<file path="src/rtl/spi_pwm_pkg.sv">
// Shared constants for the SPI configuration front end of the PWM peripheral:
// frame geometry, register map and frame FSM encoding.
package spi_pwm_pkg;

    localparam int unsigned FRAME_BITS = 16;

    localparam int unsigned ADDR_EN_OUT      = 0;
    localparam int unsigned ADDR_EN_PWM_OUT  = 1;
    localparam int unsigned ADDR_OUT_3_0     = 2;
    localparam int unsigned ADDR_OUT_7_4     = 3;
    localparam int unsigned ADDR_G0_CH0_DUTY = 4;
    localparam int unsigned ADDR_G0_CH1_DUTY = 5;
    localparam int unsigned ADDR_G1_CH0_DUTY = 6;
    localparam int unsigned ADDR_G1_CH1_DUTY = 7;
    localparam int unsigned ADDR_FREQ_DIV    = 8;

    typedef enum logic [1:0] {
        StIdle,
        StShift,
        StDone
    } frame_state_e;

endpackage

</file>
<file path="src/rtl/spi_sync_edge.sv">
// Multi-flop synchronizer for an asynchronous pin with one extra history flop
// producing single-cycle rise and fall pulses in the clk domain.
module spi_sync_edge #(
    parameter int unsigned SYNC_STAGES = 2,
    parameter logic        ResetVal    = 1'b0
) (
    input  logic clk_i,
    input  logic rst_ni,
    input  logic d_i,
    output logic q_o,
    output logic rise_o,
    output logic fall_o
);

    logic [SYNC_STAGES-1:0] sync_q, sync_d;
    logic                   prev_q, prev_d;

    always_comb begin
        sync_d = {sync_q[SYNC_STAGES-2:0], d_i};
        prev_d = sync_q[SYNC_STAGES-1];
    end

    always_ff @(posedge clk_i or negedge rst_ni) begin
        if (!rst_ni) begin
            sync_q <= {SYNC_STAGES{ResetVal}};
            prev_q <= ResetVal;
        end else begin
            sync_q <= sync_d;
            prev_q <= prev_d;
        end
    end

    assign q_o    = sync_q[SYNC_STAGES-1];
    assign rise_o = q_o & ~prev_q;
    assign fall_o = ~q_o & prev_q;

endmodule

</file>
<file path="src/rtl/spi_reg_bank.sv">
// SPI mode-0 target decoding 16-bit frames (R/W, address, data) into a bank of
// 8-bit configuration registers that statically drive the PWM stage.
module spi_reg_bank
    import spi_pwm_pkg::*;
#(
    parameter int unsigned NUM_REGS    = 9,
    parameter int unsigned ADDR_W      = 7,
    parameter int unsigned SYNC_STAGES = 2
) (
    input  logic       clk,
    input  logic       rst_n,
    input  logic       sclk,
    input  logic       copi,
    input  logic       ncs,
    output logic       cipo,
    output logic       wr_strobe,
    output logic [7:0] reg_en_out,
    output logic [7:0] reg_en_pwm_out,
    output logic [7:0] reg_out_3_0_pwm_gen_channel,
    output logic [7:0] reg_out_7_4_pwm_gen_channel,
    output logic [7:0] reg_pwm_gen_0_ch_0_duty_cycle,
    output logic [7:0] reg_pwm_gen_0_ch_1_duty_cycle,
    output logic [7:0] reg_pwm_gen_1_ch_0_duty_cycle,
    output logic [7:0] reg_pwm_gen_1_ch_1_duty_cycle,
    output logic [7:0] reg_pwm_gen_1_0_frequency_divider
);

    localparam int unsigned SettleCycles = SYNC_STAGES + 1;
    localparam int unsigned SettleW      = $clog2(SettleCycles + 1);

    logic sclk_s, sclk_rise, sclk_fall;
    logic ncs_s, ncs_rise, ncs_fall;
    logic copi_s;

    spi_sync_edge #(
        .SYNC_STAGES(SYNC_STAGES),
        .ResetVal   (1'b0)
    ) u_sclk_sync (
        .clk_i (clk),
        .rst_ni(rst_n),
        .d_i   (sclk),
        .q_o   (sclk_s),
        .rise_o(sclk_rise),
        .fall_o(sclk_fall)
    );

    spi_sync_edge #(
        .SYNC_STAGES(SYNC_STAGES),
        .ResetVal   (1'b1)
    ) u_ncs_sync (
        .clk_i (clk),
        .rst_ni(rst_n),
        .d_i   (ncs),
        .q_o   (ncs_s),
        .rise_o(ncs_rise),
        .fall_o(ncs_fall)
    );

    logic [SYNC_STAGES-1:0] copi_sync_q, copi_sync_d;
    assign copi_sync_d = {copi_sync_q[SYNC_STAGES-2:0], copi};
    assign copi_s      = copi_sync_q[SYNC_STAGES-1];

    frame_state_e          state_q, state_d;
    logic [4:0]            bit_cnt_q, bit_cnt_d;
    logic [FRAME_BITS-1:0] shift_q, shift_d;
    logic [7:0]            rd_shift_q, rd_shift_d;
    logic                  rd_active_q, rd_active_d;
    logic                  cipo_q, cipo_d;
    logic                  wr_strobe_q, wr_strobe_d;
    logic [7:0]            regs_q [NUM_REGS];
    logic [7:0]            regs_d [NUM_REGS];
    logic [SettleW-1:0]    settle_q, settle_d;
    logic                  ncs_armed_q, ncs_armed_d;
    logic                  settle_done;
    logic [ADDR_W-1:0]     rd_addr, wr_addr;
    logic [7:0]            rd_val;
    logic                  wr_hit;

    // The ncs chain resets high, so a pin held low through reset shows up as a
    // spurious fall; frames start only once ncs has been genuinely seen high.
    assign settle_done = (settle_q == SettleW'(SettleCycles));

    always_comb begin
        settle_d    = settle_done ? settle_q : settle_q + 1'b1;
        ncs_armed_d = ncs_armed_q | (settle_done & ncs_s);
    end

    always_comb begin
        state_d     = state_q;
        bit_cnt_d   = bit_cnt_q;
        shift_d     = shift_q;
        rd_shift_d  = rd_shift_q;
        rd_active_d = rd_active_q;
        cipo_d      = cipo_q;
        wr_strobe_d = 1'b0;
        regs_d      = regs_q;
        rd_addr     = '0;
        wr_addr     = '0;
        rd_val      = 8'h00;
        wr_hit      = 1'b0;

        unique case (state_q)
            StIdle: begin
                cipo_d = 1'b0;
                if (ncs_fall && ncs_armed_q) begin
                    state_d     = StShift;
                    bit_cnt_d   = '0;
                    rd_active_d = 1'b0;
                end
            end
            StShift: begin
                if (ncs_rise) begin
                    state_d = StIdle;
                    cipo_d  = 1'b0;
                end else if (sclk_rise) begin
                    shift_d   = {shift_q[FRAME_BITS-2:0], copi_s};
                    bit_cnt_d = bit_cnt_q + 5'd1;
                    if (bit_cnt_q == 5'd7 && !shift_d[ADDR_W]) begin
                        rd_addr = shift_d[ADDR_W-1:0];
                        for (int i = 0; i < NUM_REGS; i++) begin
                            if (rd_addr == ADDR_W'(i)) rd_val = regs_q[i];
                        end
                        rd_shift_d  = rd_val;
                        rd_active_d = 1'b1;
                    end
                    if (bit_cnt_q == 5'(FRAME_BITS - 1)) begin
                        state_d = StDone;
                        if (shift_d[FRAME_BITS-1]) begin
                            wr_addr = shift_d[FRAME_BITS-2 -: ADDR_W];
                            for (int i = 0; i < NUM_REGS; i++) begin
                                if (wr_addr == ADDR_W'(i)) begin
                                    regs_d[i] = shift_d[7:0];
                                    wr_hit    = 1'b1;
                                end
                            end
                            wr_strobe_d = wr_hit;
                        end
                    end
                end else if (sclk_fall && rd_active_q) begin
                    cipo_d     = rd_shift_q[7];
                    rd_shift_d = {rd_shift_q[6:0], 1'b0};
                end
            end
            StDone: begin
                cipo_d = 1'b0;
                if (ncs_rise) state_d = StIdle;
            end
            default: state_d = StIdle;
        endcase
    end

    always_ff @(posedge clk or negedge rst_n) begin
        if (!rst_n) begin
            copi_sync_q <= '0;
            state_q     <= StIdle;
            bit_cnt_q   <= '0;
            shift_q     <= '0;
            rd_shift_q  <= '0;
            rd_active_q <= 1'b0;
            cipo_q      <= 1'b0;
            wr_strobe_q <= 1'b0;
            settle_q    <= '0;
            ncs_armed_q <= 1'b0;
            for (int i = 0; i < NUM_REGS; i++) regs_q[i] <= 8'h00;
        end else begin
            copi_sync_q <= copi_sync_d;
            state_q     <= state_d;
            bit_cnt_q   <= bit_cnt_d;
            shift_q     <= shift_d;
            rd_shift_q  <= rd_shift_d;
            rd_active_q <= rd_active_d;
            cipo_q      <= cipo_d;
            wr_strobe_q <= wr_strobe_d;
            settle_q    <= settle_d;
            ncs_armed_q <= ncs_armed_d;
            regs_q      <= regs_d;
        end
    end

    assign cipo      = cipo_q;
    assign wr_strobe = wr_strobe_q;

    assign reg_en_out                        = regs_q[ADDR_EN_OUT];
    assign reg_en_pwm_out                    = regs_q[ADDR_EN_PWM_OUT];
    assign reg_out_3_0_pwm_gen_channel       = regs_q[ADDR_OUT_3_0];
    assign reg_out_7_4_pwm_gen_channel       = regs_q[ADDR_OUT_7_4];
    assign reg_pwm_gen_0_ch_0_duty_cycle     = regs_q[ADDR_G0_CH0_DUTY];
    assign reg_pwm_gen_0_ch_1_duty_cycle     = regs_q[ADDR_G0_CH1_DUTY];
    assign reg_pwm_gen_1_ch_0_duty_cycle     = regs_q[ADDR_G1_CH0_DUTY];
    assign reg_pwm_gen_1_ch_1_duty_cycle     = regs_q[ADDR_G1_CH1_DUTY];
    assign reg_pwm_gen_1_0_frequency_divider = regs_q[ADDR_FREQ_DIV];

endmodule

</file>
<file path="config.mk">
export PLATFORM = sky130hd
export DESIGN_NAME = spi_reg_bank
export DESIGN_NICKNAME = d
export VERILOG_FILES = /design/src/rtl/spi_pwm_pkg.sv /design/src/rtl/spi_sync_edge.sv /design/src/rtl/spi_reg_bank.sv
export SDC_FILE = /design/constraint.sdc
export NUM_CORES = 1
export LEC_CHECK = 0
export BUFFER_PORTS_ARGS = -buffer_cell sky130_fd_sc_hd__clkbuf_2
export CORE_MARGIN = 8
export CORE_UTILIZATION = 41
export CTS_BUF_LIST = sky130_fd_sc_hd__clkbuf_8
export DETAILED_ROUTE_END_ITERATION = 16
export HOLD_SLACK_MARGIN = 0.06
export PLACE_DENSITY_LB_ADDON = 0.3
export SYNTH_ARGS = -nofsm -noshare
export SYNTH_HDL_FRONTEND = slang
export SYNTH_SLANG_ARGS = --single-unit
</file>
<file path="constraint.sdc">
create_clock -name clk -period 5.2 [get_ports clk]
set_input_delay 0.26 -clock clk [delete_from_list [all_inputs] [get_ports clk]]
set_output_delay 0.26 -clock clk [all_outputs]
set_load 0.01 [all_outputs]
</file>
; ---- After elaboration in Yosys (flattened, before gate mapping)
; Index checks and enable logic that the tools add are counted.
; Widths: inputs -> output; s select.
[totals]
output_inout_bits = 74
wordCells = 138
register_bits = 116
[classes]
n_addsub = 2
mux = 45
n_bitwise = 11
n_eq_ne = 31
n_reduce_logical = 26
[ops]
columns = cell, count
row1 = $mux 8, 12
row2 = $eq 7x3->1 const B, 8
row3 = $reduce_and 6->1, 9
row4 = $eq 7x2->1 const B, 4
row5 = $mux 1, 21
row6 = $mux 5, 3
row7 = $eq 7x1->1 const B, 2
row8 = $eq 7x4->1 const B, 2
row9 = $logic_not 7->1, 2
row10 = $ne 3x3->1 const B, 4
row11 = $reduce_and 4->1, 3
row12 = $mux 2, 5
row13 = $ne 2x2->1 const B, 5
row14 = $pmux 5 s2, 1
row15 = $pmux 2 s3, 1
row16 = $reduce_and 3->1, 2
row17 = $reduce_bool 2->1, 3
row18 = $add 5x1->5 const B, 1
row19 = $and 1x1->1, 5
row20 = $eq 5x3->1 const B, 1
row21 = $eq 5x4->1 const B, 1
row22 = $not 1->1, 5
row23 = $reduce_and 5->1, 1
row24 = $eq 2x2->1 const B, 2
row25 = 9 further kinds, 12

; ---- Longest topological paths before layout
[logic_depth]
ltp_word = 15
depth_mapped = 8
depth_no_buf = 8

; ---- Modules after synthesis
; A second synthesis with hierarchy kept.
[unflattened]
hier_cells = 478
area_unflattened_um2 = 5431.5
[by_module_without_submodules]
columns = mod, area_each_um2, n_inst, cells_per_inst
row1 = spi_reg_bank, 5247.5, 1, 468
row2 = spi_sync_edge (u_ncs_sync), 93.8, 1, 5
row3 = spi_sync_edge (u_sclk_sync), 90.1, 1, 5

; ---- Worst setup path before layout
; Ideal clock, no wire load.
[synth_path]
path_kind = reg2reg
startpoint = register bit_cnt_q[0]
endpoint = register regs_q (netlist bit reg_en_pwm_out[0])
stages_incl_launch_ff = 9
arrival_time_ns = 2.299
slack_ns = 2.777
path_cell_list = dfrtp_1 -> ha_1 -> and3_1 -> ha_1 -> nand2_1 -> nor4_1 -> nand2_4 -> nor4b_4 -> mux2_2
[synth_between]
elab_chain_cells = 2
[synth_rtl]
columns = element, line_no
row1 = start: declaration, spi_reg_bank.sv:64  ; logic [4:0] bit_cnt_q, bit_cnt_d;
row2 = start signal: assignment, spi_reg_bank.sv:168  ; bit_cnt_q <= bit_cnt_d;
row3 = $eq 5x4->1, spi_reg_bank.sv:126  ; if (bit_cnt_q == 5'(FRAME_BITS - 1)) begin
row4 = $reduce_and 6->1 (no line), n/a
row5 = end signal: assignment, spi_reg_bank.sv:176  ; regs_q <= regs_d;
row6 = end: declaration, spi_reg_bank.sv:70  ; logic [7:0] regs_q [NUM_REGS];
; Every way passes these cells.
; A chain may end at the register's enable or synchronous reset.

; ---- Final worst setup path
[layout_path]
startpoint = register bit_cnt_q[0]
endpoint = register regs_q (netlist bit reg_out_7_4_pwm_gen_channel[2])
; Same word-level chain as after synthesis.

==> results.yml <==
status:
  run_status: "completed"
clock_tree:
  clock_tree.htree_level_count: 4
  cts.clk_slew.worst_paths_ps: 70
  clock_sinks: 116
  clk_root_buffer_cell: "clkbuf_8"
  ctsResizeCount: 0
  max-clock-path-buffers: 2
  cts_tree: "built"
  cts_inserted_buffers: 17
  clock_insertion_delay_worst_skew_ps: 450
synthesis:
  mappedNetlistNets: 466
  yosysWarningCount: 0
  synth-adder-area-share: 0.00693
  synth-seq-area-share: 0.537
  post_synthesis_register_bit_count: 116
  synthSimpleGateAreaFrac: 0.152
  synth_cell_types: 52
  syn_area_per_cell_sq_um: 11.8
  synthMuxAreaShare: 0.199
  largest_family_of_logic_cells_by_synthesized_area: "multiplexers"
  synthArstFlopShare: 1.00
  synth_cells: 458
  synth-edff-count: 0
  ys_dominant_reg_cell: "dfrtp_1"
  synth_xor_xnor_area_share: 0.00485
  synth_compound_gate_area_share: 0.0758
  netlist_area_sq_um: 5420
critical_path:
  critical-path-max-stage-delay_ps: 890
  cpMostUsedCell: "ha_1"
  timing.setup.critical_path_class: "reg -> reg"
  critical-path-slowest-cell: "nor3_2"
  worst_r2r_path_depth: 8
  worst-path-max-fanout: 10
  timing.reg2reg.setup_slack_ps: 2170
  endpoint_type_of_the_worst_setup_path: "register"
  start_kind: "register"
  cp_data_arrival_time_ps: 3360
  worstPathCellList: "ha_1 -> and3_1 -> ha_1 -> nand2_1 -> nor4_1 -> nand2_4 -> nor3_2 -> mux2_2"
  worstPathRequired_ps: 5530
grt:
  grt_max_degree: 83
  wire_length_of_the_first_global_routing_pass_mm: 23.1
  gr-usage-all-layers: 0.180
  grt_antenna_before_repair: 0
  gr-total-overflow: 0
  grt_pass1_vias: 4115
power_and_ir_drop:
  power_density_nw_per_um2: 332
  p_leak_nw: 3.10
  share_clk_of_total_power: 0.384
  swShare: 0.306
  power_report.internal_total_w: 0.00148
  part_of_the_total_power_dissipated_in_sequential_elements: 0.470
  peakVddDrop_uv: 174
  p_switching_w: 0.000650
  share_comb_of_total_power: 0.145
sta:
  setup-violations-final: 0
  slew_worst_pin_ps: 1090
  finClkSkew_ps: 15.8
  timing.setup.tns_ps: 0
  rsz0062_at_grt: "false"
  layout_min_cycle_time_ps: 3030
  fin_crit_sh: 0.582
  timing_hold_violations_final: 0
  normalized_max_slew_margin: 0.271
  worst_hold_slack_ps: 354
  fmax_ghz: 0.330
  maxSlewViolCount: 0
die:
  placementRows: 42
  floorplan.die_area_sq_um: 17100
  ioPinCount: 79
  start_util: 0.414
  die-height_microns: 131
  fp.dieW_microns: 131
  placeableCoreArea_sq_um: 13100
routing:
  dr.first_iter.drc_count: 330
  route.antenna.remaining_nets: 0
  vias: 3950
  routed_via_density: 5.46
  routed_wire_length_per_instance_microns: 19.8
  wirelength_mm: 14.4
  drcViolationCount: 0
  first_pass_iters: 5
layout:
  layout-drive-gt1-share: 0.389
  layout.cells.most_common_list: "113 x dfrtp_1, 81 x mux2_2, 77 x clkbuf_2"
  num-fill-cells: 1191
  final_common_cell: "dfrtp_1"
  nets: 544
  antennaDiodeCount: 0
  area_growth_syn_to_layout_pct: 18.0
  layoutNonFillerInstCount: 724
place:
  finalWeightedCongestion: 0.811
  port_buffers: 78
  dp_wirelength_mm: 9.77
  place_inst: 689
job:
  timing.max_cap.violations: 0
worst_hold_path:
  min_path_cells: 0
  holdCritPathClass: "reg -> reg"
==> layer usage <==
| layer | share of wire | track usage | vias up |
|---|---|---|---|
| li1 | - | - | 1805 |
| met1 | 0.44 | 0.227 | 2025 |
| met2 | 0.49 | 0.286 | 101 |
| met3 | 0.055 | 0.0568 | 19 |
| met4 | 0.015 | 0.0574 | 0 |
| met5 | 0 | 0 | - |
==> cells by family (layout without fill, tap and decap cells) <==
| logic type | Yosys count | count (layout) |
|---|---|---|
| compound gates | 61 | 61 |
| xor+xnor | 3 | 3 |
| fa+ha+maj | 3 | 3 |
| buf+inv | 35 | 125 |
| flops | 116 | 116 |
| mux | 95 | 95 |
| simple gates | 145 | 145 |
==> power by group through the flow <==
| stage | clock network, W | registers, W | logic (W) |
|---|---|---|---|
| finish | 0.000817 | 0.00100 | 0.000309 |
| global route | 0.000872 | 0.00101 | 0.000343 |
| CTS | 0.000830 | 0.000997 | 0.000308 |
| detailed placement | 0 | 0.00101 | 0.000303 |
| global placement | 0 | 0.00101 | 0.000300 |
| floorplan | 0 | 0.000964 | 0.000234 |
==> worst paths after layout <==
check | end | start
worst max-delay path | reg_out_7_4_pwm_gen_channel[2] | bit_cnt_q[0]
worst min-delay path | copi_sync_q[1] | copi_sync_q[0]
worst max register to register | reg_out_7_4_pwm_gen_channel[2] | bit_cnt_q[0]
worst min register to register | copi_sync_q[1] | copi_sync_q[0]
max in group asynchronous | u_ncs_sync.sync_q[0] | rst_n
min in group asynchronous | settle_q[0] | rst_n
==> Yosys cell counts, types with 3 or more instances <==
cell	n	area, sq um
a21o_1	3	22.5
o211ai_1	5	37.5
and3_1	6	37.5
nand2_1	69	259
nand2b_1	5	31.3
a221oi_1	4	35.0
o21ai_0	16	80.1
a21oi_1	9	45.0
a211oi_1	3	22.5
nor4_4	4	85.1
dfrtp_1	113	2830
a31oi_1	3	18.8
and2_1	3	18.8
nor4_1	7	43.8
nor3_2	4	40.0
nor2_1	14	52.6
clkbuf_1	24	90.1
mux2_2	81	912
nor2b_1	4	25.0
buf_2	4	20.0
or3_1	3	18.8
o41ai_1	3	26.3
inv_1	6	22.5
a22oi_1	5	37.5
dfstp_2	3	78.8
ha_1	3	37.5
nand3_1	4	20.0
nor3_1	5	25.0
mux2i_1	12	120
==> cell type report <==
cell class              instances  area, sq um  share of cell area
clock inverters                 8         75.1              0.0117
flip-flops and latches        116         2910               0.455
inverters                       6         22.5             0.00352
multi-input cells             307         2370               0.371
clock buffers                  23          317              0.0495
repair buffers                 88          478              0.0748
well taps                     176          220              0.0344
==> state kept, by name, summed over array words and instances (netlist names), 2 cells and up <==
name and count:
bit_cnt_q 5, copi_sync_q 2, rd_shift_q 8, reg_en_out 8, reg_en_pwm_out 8, reg_out_3_0_pwm_gen_channel 8
reg_out_7_4_pwm_gen_channel 8, reg_pwm_gen_0_ch_0_duty_cycle 8, reg_pwm_gen_0_ch_1_duty_cycle 8, reg_pwm_gen_1_0_frequency_divider 8, reg_pwm_gen_1_ch_0_duty_cycle 8, reg_pwm_gen_1_ch_1_duty_cycle 8
settle_q 2, shift_q 15, state_q 2, u_ncs_sync.sync_q 2, u_sclk_sync.sync_q 2
==> worst max-delay path, delay by kind of cell (launching register included) <==
family / cells / cell delay [ps]
flip-flops: 1 / 390
adder cells (fa/ha/maj): 2 / 380
AND/OR/NAND/NOR: 5 / 1720
multiplexers: 1 / 420
==> what timing repair did <==
| action | CTS | global route |
|---|---|---|
| buffers inserted | 0 | 0 |
| endpoints found under the hold margin | 68 | 0 |
| hold buffers | 4 | 0 |
==> metrics by stage <==
step	instance area, sq um	util	worst slack (ps)	total power, W
floorplan	5420	-	2780	0.00120
global route	6390	0.489	1970	0.00222
finish	6390	0.489	2170	0.00213
CTS	6390	0.489	2180	0.00214
global placement	5960	0.456	2190	0.00131
detailed placement	5960	0.456	2220	0.00132
Note: power is estimated with default switching activity, not from simulation.
